### src/rtl/riscv_pkg.sv
// Shared RISC-V write-back definitions: data widths, load funct3 encodings
// and the write-back request record used by the arbiter skid FIFO.
package riscv_pkg;

    localparam int XLEN   = 32;
    localparam int REG_AW = 5;

    localparam logic [2:0] F3_LB  = 3'b000;
    localparam logic [2:0] F3_LH  = 3'b001;
    localparam logic [2:0] F3_LW  = 3'b010;
    localparam logic [2:0] F3_LBU = 3'b100;
    localparam logic [2:0] F3_LHU = 3'b101;

    typedef struct packed {
        logic [REG_AW-1:0] rd;
        logic [XLEN-1:0]   data;
    } wb_req_t;

    // Sign- or zero-extend a byte to XLEN
    function automatic logic [XLEN-1:0] ext8(input logic [7:0] b, input logic sgn);
        ext8 = {{(XLEN-8){sgn & b[7]}}, b};
    endfunction

    // Sign- or zero-extend a halfword to XLEN
    function automatic logic [XLEN-1:0] ext16(input logic [15:0] h, input logic sgn);
        ext16 = {{(XLEN-16){sgn & h[15]}}, h};
    endfunction

endpackage

### src/rtl/wb_arbiter_load_align.sv
// Load data alignment: picks the addressed byte/halfword out of the raw
// memory word, extends it, and flags misaligned or reserved encodings.
module load_align
    import riscv_pkg::*;
(
    input  logic [XLEN-1:0] raw_word,
    input  logic [2:0]      funct3,
    input  logic [1:0]      off,
    output logic [XLEN-1:0] data,
    output logic            misalign
);

    logic [7:0]  byte_s;
    logic [15:0] half_s;

    assign byte_s = raw_word[{off, 3'b000} +: 8];
    assign half_s = off[1] ? raw_word[31:16] : raw_word[15:0];

    // Decode funct3 into extracted data and a misalignment flag
    always_comb begin
        data     = {XLEN{1'b0}};
        misalign = 1'b0;
        case (funct3)
            F3_LB: begin
                data = ext8(byte_s, 1'b1);
            end
            F3_LBU: begin
                data = ext8(byte_s, 1'b0);
            end
            F3_LH: begin
                data     = ext16(half_s, 1'b1);
                misalign = off[0];
            end
            F3_LHU: begin
                data     = ext16(half_s, 1'b0);
                misalign = off[0];
            end
            F3_LW: begin
                data     = raw_word;
                misalign = (off != 2'b00);
            end
            default: begin
                data     = {XLEN{1'b0}};
                misalign = 1'b1;
            end
        endcase
    end

endmodule

### src/rtl/wb_arbiter.sv
// Register-file write-back arbiter: merges load responses and ALU results onto
// the single write port, buffers ALU results that lose arbitration in a small
// skid FIFO, and tracks outstanding loads per register for decode stalls.
module wb_arbiter
    import riscv_pkg::*;
#(
    parameter int ALU_BUF_DEPTH = 2
) (
    input  logic              clk,
    input  logic              rst,
    input  logic              alu_valid,
    output logic              alu_ready,
    input  logic [REG_AW-1:0] alu_rd,
    input  logic [XLEN-1:0]   alu_data,
    input  logic              ld_issue,
    input  logic [REG_AW-1:0] ld_issue_rd,
    input  logic              ld_valid,
    input  logic [REG_AW-1:0] ld_rd,
    input  logic [XLEN-1:0]   ld_data,
    input  logic [2:0]        ld_funct3,
    input  logic [1:0]        ld_off,
    output logic              ld_misalign,
    input  logic [REG_AW-1:0] rs1_addr,
    input  logic [REG_AW-1:0] rs2_addr,
    output logic              rs1_busy,
    output logic              rs2_busy,
    output logic              rf_we,
    output logic [REG_AW-1:0] rf_waddr,
    output logic [XLEN-1:0]   rf_wdata
);

    localparam int PW = (ALU_BUF_DEPTH > 1) ? $clog2(ALU_BUF_DEPTH) : 1;
    localparam int CW = PW + 1;

    // Skid FIFO state
    wb_req_t         fifo_mem_r [ALU_BUF_DEPTH];
    logic [PW-1:0]   fifo_wr_ptr_r;
    logic [PW-1:0]   fifo_rd_ptr_r;
    logic [CW-1:0]   fifo_cnt_r;
    logic            fifo_full_s;
    logic            fifo_empty_s;
    logic            fifo_push_s;
    logic            fifo_pop_s;

    // Arbitration
    logic [XLEN-1:0] ld_aligned_s;
    logic            ld_mis_s;
    logic            ld_write_s;
    logic            alu_fire_s;
    logic            win_valid_s;
    wb_req_t         win_req_s;

    // Scoreboard
    logic [XLEN-1:0] pending_r;
    logic [XLEN-1:0] pending_nxt_s;
    logic            fifo_hit1_s;
    logic            fifo_hit2_s;

    load_align u_load_align (
        .raw_word (ld_data),
        .funct3   (ld_funct3),
        .off      (ld_off),
        .data     (ld_aligned_s),
        .misalign (ld_mis_s)
    );

    assign fifo_full_s  = (fifo_cnt_r == CW'(ALU_BUF_DEPTH));
    assign fifo_empty_s = (fifo_cnt_r == {CW{1'b0}});
    assign alu_ready    = !fifo_full_s;
    assign alu_fire_s   = alu_valid & alu_ready;
    // A misaligned beat writes nothing, so it leaves the slot to ALU/FIFO traffic
    assign ld_write_s   = ld_valid & !ld_mis_s;

    // Pick the single writer for this cycle: load > FIFO head > incoming ALU
    always_comb begin
        win_valid_s = 1'b0;
        win_req_s   = '{rd: {REG_AW{1'b0}}, data: {XLEN{1'b0}}};
        fifo_pop_s  = 1'b0;
        fifo_push_s = 1'b0;
        if (ld_write_s) begin
            win_valid_s = 1'b1;
            win_req_s   = '{rd: ld_rd, data: ld_aligned_s};
            fifo_push_s = alu_fire_s;
        end else if (!fifo_empty_s) begin
            win_valid_s = 1'b1;
            win_req_s   = fifo_mem_r[fifo_rd_ptr_r];
            fifo_pop_s  = 1'b1;
            fifo_push_s = alu_fire_s;
        end else if (alu_fire_s) begin
            win_valid_s = 1'b1;
            win_req_s   = '{rd: alu_rd, data: alu_data};
        end else begin
            win_valid_s = 1'b0;
        end
    end

    // FIFO storage writes; validity is tracked by pointers and count only
    always_ff @(posedge clk) begin
        if (fifo_push_s) begin
            fifo_mem_r[fifo_wr_ptr_r] <= '{rd: alu_rd, data: alu_data};
        end
    end

    // FIFO pointers and occupancy
    always_ff @(posedge clk) begin
        if (rst) begin
            fifo_wr_ptr_r <= {PW{1'b0}};
            fifo_rd_ptr_r <= {PW{1'b0}};
            fifo_cnt_r    <= {CW{1'b0}};
        end else begin
            if (fifo_push_s) begin
                fifo_wr_ptr_r <= fifo_wr_ptr_r + PW'(1);
            end
            if (fifo_pop_s) begin
                fifo_rd_ptr_r <= fifo_rd_ptr_r + PW'(1);
            end
            case ({fifo_push_s, fifo_pop_s})
                2'b10:   fifo_cnt_r <= fifo_cnt_r + CW'(1);
                2'b01:   fifo_cnt_r <= fifo_cnt_r - CW'(1);
                default: fifo_cnt_r <= fifo_cnt_r;
            endcase
        end
    end

    // Registered write port and misalign pulse; x0 consumes the slot silently
    always_ff @(posedge clk) begin
        if (rst) begin
            rf_we       <= 1'b0;
            rf_waddr    <= {REG_AW{1'b0}};
            rf_wdata    <= {XLEN{1'b0}};
            ld_misalign <= 1'b0;
        end else begin
            rf_we       <= win_valid_s & (win_req_s.rd != {REG_AW{1'b0}});
            ld_misalign <= ld_valid & ld_mis_s;
            if (win_valid_s) begin
                rf_waddr <= win_req_s.rd;
                rf_wdata <= win_req_s.data;
            end
        end
    end

    // Next pending vector: beat clears, issue sets, and set wins on a tie
    always_comb begin
        pending_nxt_s = pending_r;
        if (ld_valid) begin
            pending_nxt_s[ld_rd] = 1'b0;
        end else begin
            pending_nxt_s = pending_nxt_s;
        end
        if (ld_issue && (ld_issue_rd != {REG_AW{1'b0}})) begin
            pending_nxt_s[ld_issue_rd] = 1'b1;
        end else begin
            pending_nxt_s = pending_nxt_s;
        end
    end

    // Load-pending scoreboard register
    always_ff @(posedge clk) begin
        if (rst) begin
            pending_r <= {XLEN{1'b0}};
        end else begin
            pending_r <= pending_nxt_s;
        end
    end

    // Search the live FIFO entries for either decode source register
    always_comb begin
        logic [PW-1:0] idx;
        fifo_hit1_s = 1'b0;
        fifo_hit2_s = 1'b0;
        idx         = fifo_rd_ptr_r;
        for (int i = 0; i < ALU_BUF_DEPTH; i++) begin
            idx = fifo_rd_ptr_r + PW'(i);
            if (CW'(i) < fifo_cnt_r) begin
                fifo_hit1_s = fifo_hit1_s | (fifo_mem_r[idx].rd == rs1_addr);
                fifo_hit2_s = fifo_hit2_s | (fifo_mem_r[idx].rd == rs2_addr);
            end else begin
                fifo_hit1_s = fifo_hit1_s;
                fifo_hit2_s = fifo_hit2_s;
            end
        end
    end

    // Decode stall: register not yet in the RF, never for x0
    always_comb begin
        rs1_busy = (rs1_addr != {REG_AW{1'b0}}) &
                   (pending_r[rs1_addr] | (rf_we & (rf_waddr == rs1_addr)) | fifo_hit1_s);
        rs2_busy = (rs2_addr != {REG_AW{1'b0}}) &
                   (pending_r[rs2_addr] | (rf_we & (rf_waddr == rs2_addr)) | fifo_hit2_s);
    end

endmodule

### config.mk
export PLATFORM = sky130hd
export DESIGN_NAME = wb_arbiter
export DESIGN_NICKNAME = d
export VERILOG_FILES = /design/src/rtl/riscv_pkg.sv /design/src/rtl/wb_arbiter_load_align.sv /design/src/rtl/wb_arbiter.sv
export SDC_FILE = /design/constraint.sdc
export NUM_CORES = 1
export LEC_CHECK = 0
export BUFFER_PORTS_ARGS = -buffer_cell sky130_fd_sc_hd__buf_2
export CORE_UTILIZATION = 60
export CTS_CLUSTER_SIZE = 28
export DETAILED_ROUTE_END_ITERATION = 12
export PLACE_DENSITY = 0.94
export REMOVE_ABC_BUFFERS = 1
export SLEW_MARGIN = 20
export SYNTH_ARGS = -nofsm -noshare
export SYNTH_HDL_FRONTEND = slang
export SYNTH_SLANG_ARGS = --single-unit
### constraint.sdc
create_clock -name clk -period 5.3 [get_ports clk]
set_input_delay 0 -clock clk [delete_from_list [all_inputs] [get_ports clk]]
set_output_delay 0 -clock clk [all_outputs]
set_load 0.02 [all_outputs]
==> results.ini <==
[outcome]
status=completed

[floorplanning]
die_h_um=114
pin_count=141
dieArea_um2=13000
core_um2=12200
die_w_um=114
num_rows=40
initial_core_util=0.621

[critical_path]
startpoint=fifo_cnt_r[0]
reg2reg_depth=6
critPathKind=reg2reg
cp-start-kind=register
worstPathMaxFanout=24
worstSetupEndpointType=register
crit-reg2reg-launch=fifo_cnt_r[0]
r2r-end=rf_wdata[31]
crit_arrival_ns=3.45
cp_data_required_time_ns=5.60
worst-r2r-setup-slack_ns=2.16

[cells_and_area]
drive_above_1_share=0.302
nets=954
area_growth_syn_to_layout_pct=25.5
final_cell_area_um2=9470
mostFrequentLayoutCell=buf_2
finish.utilization=0.779
final_cell_mix=buf_2, dfxtp_1, edfxtp_1, a21oi_1, dlygate4sd3_1
fill_cells=699
diodes=0

[clock_network]
cts_buffers=17
cts_sinks=150
clock_latency_ns=0.44
cts_tree=done
clockBufferDepth=2
cts.clk_slew.worst_paths_ns=0.06
h-tree-depth=4
post_cts_resized=0
root_buffer=clkbuf_16

[yosys]
synth_ff_type=dfxtp_1
syn_area_um2=7550
synth.avg_cell_area_um2=11.2
synthTopCellsByArea=edfxtp_1, dfxtp_1, mux2_2
synth-seq-area-share=0.496
synth_edf_count=74
syn_inst=677
synth_seq_cells=150
async_flop_share=0
synth_top_area_cell=edfxtp_1
netlist.area_leader.share=0.294
yosys.cell_types.count=56
yosys_warnings=0

[routing]
route.vias.total=7249
drt_pass1_iterations=9
detail_route.wl_per_cell_um=24.8
vias_per_cell=7.02
drc_errors=0
routed_wl_um=25600
ant_nets=0
first_iter_violations=1125

[power_and_ir_drop]
power.leakage_nw=3.56
pwr-share-clk=0.295
seq_power_share=0.384
internal-power_mw=2.68
switchingPower_mw=1.49
cellPowerDensity_nw_per_um2=440
ir_drop_uv=313
switching_share=0.357
p_total_mw=4.17
pwr-share-comb=0.321

[timing]
tightest_slew_ns=1.15
tns_ns=0
fmax_mhz=318
fin_crit_sh=0.593
fin_ws_ns=2.16
rsz0062_at_grt=no
slew_headroom=0.235
finClkSkew_ns=0.0106
hold_viol_final=0
setup-violations-final=0
slew_viol_final=0
finalCriticalPeriod_ns=3.14

[worst_hold_path]
hp-start=ld_issue_rd[2]
hold_path_depth=4
hold_end=pending_r[17]
hold_path.class=in2reg

[global_route]
track_usage=0.403
grt_first_pass_wirelength_um=39100
grt_max_degree=77
grt_pass1_vias=7206
grt.overflow.total=0
antenna_found_initial=0

[place]
place_area_um2=8270
io_buffers=140
gp_congestion=0.913
dp_slack_ns=2.47
dp_hpwl_um=14000

[run]
maxCapViolCount=0

how the worst max path moves through the flow:
| stage | to |
|---|---|
| after floorplan | fifo_mem_r[0][0] |
| after global placement | fifo_mem_r[0][9] |
| after detailed placement | fifo_mem_r[0][9] |
| after CTS | rs1_busy |
| after global routing | rs1_busy |
| final | rf_wdata[31] |
layer usage:
metal / global-route usage / vias up / wire [µm]
li1: - / 2944 / -
met1: 0.452 / 3328 / 8580
met2: 0.663 / 760 / 12100
met3: 0.115 / 217 / 2980
met4: 0.283 / 0 / 1990
met5: 0 / - / 0
area by class of cell:
cell class | instances | area [µm²] | share of cell area
Clock buffer | 20 | 468 | 0.0494
Clock inverter | 12 | 125 | 0.0132
Inverter | 5 | 18.8 | 0.00198
Multi-Input combinational cell | 474 | 3570 | 0.377
Sequential cell | 150 | 3740 | 0.395
Tap cell | 168 | 210 | 0.0222
Timing Repair Buffer | 203 | 1340 | 0.141
power by group through the flow:
stage,clock (mW),sequential (mW),combinational [mW]
after detailed placement,0,1.61,1.19
final,1.23,1.60,1.34
after floorplan,0,1.67,0.717
after global placement,0,1.60,1.15
after CTS,1.21,1.59,1.24
after global routing,1.27,1.62,1.40
Yosys cell counts, types with 8 or more instances:
library cell,count
dfxtp_1,76
edfxtp_1,74
a21oi_1,66
nand2_1,54
o21ai_0,50
nor2_1,43
mux2_2,34
mux2i_1,25
xor2_1,25
o22ai_1,24
clkbuf_1,23
a2111oi_2,20
mux4_2,16
buf_2,15
nand3_1,11
xnor2_1,9
a221oi_1,8
stage by stage:
step,instances,hold slack (ns)
6_report,1032,0.0217
5_1_grt,1032,0.0556
4_1_cts,1028,0.00166
3_5_place_dp,941,0.207
3_3_place_gp,941,0.205
2_1_floorplan,629,0.0689
cell families (layout without fill, tap and decap cells):
kind of cell	after synthesis	after routing	share of synthesized area
flops	150	150	0.496
buf+inv	53	240	0.0343
compound gates	205	205	0.191
fa+ha+maj	4	4	0.00663
xor+xnor	34	34	0.0394
mux	75	75	0.132
simple gates	156	156	0.101
worst max-delay path, cell delays in order, from the launching register on:
cell and delay (ns):
dfxtp_1 0.39, inv_1 0.10, ha_1 0.22, nor2b_1 0.65, or2_1 0.96, nor2_1 0.23
a2111oi_2 0.45
sequential cells by signal (all words and copies together) (netlist names), named ones only:
| register | cells |
|---|---|
| rf_we | 1 |
| ld_misalign | 1 |
| rf_wdata | 32 |
| fifo_cnt_r | 2 |
| fifo_wr_ptr_r | 1 |
| fifo_rd_ptr_r | 1 |
| fifo_mem_r | 74 |
| pending_r | 32 |
| rf_waddr | 5 |
repair_timing:
action / CTS / global route
hold buffers: 55 / 3
hold endpoints to repair: 95 / 5
setup buffers: 0 / 0
setup endpoints to repair: 0 / 0
Note: power is estimated with default switching activity, not from simulation.
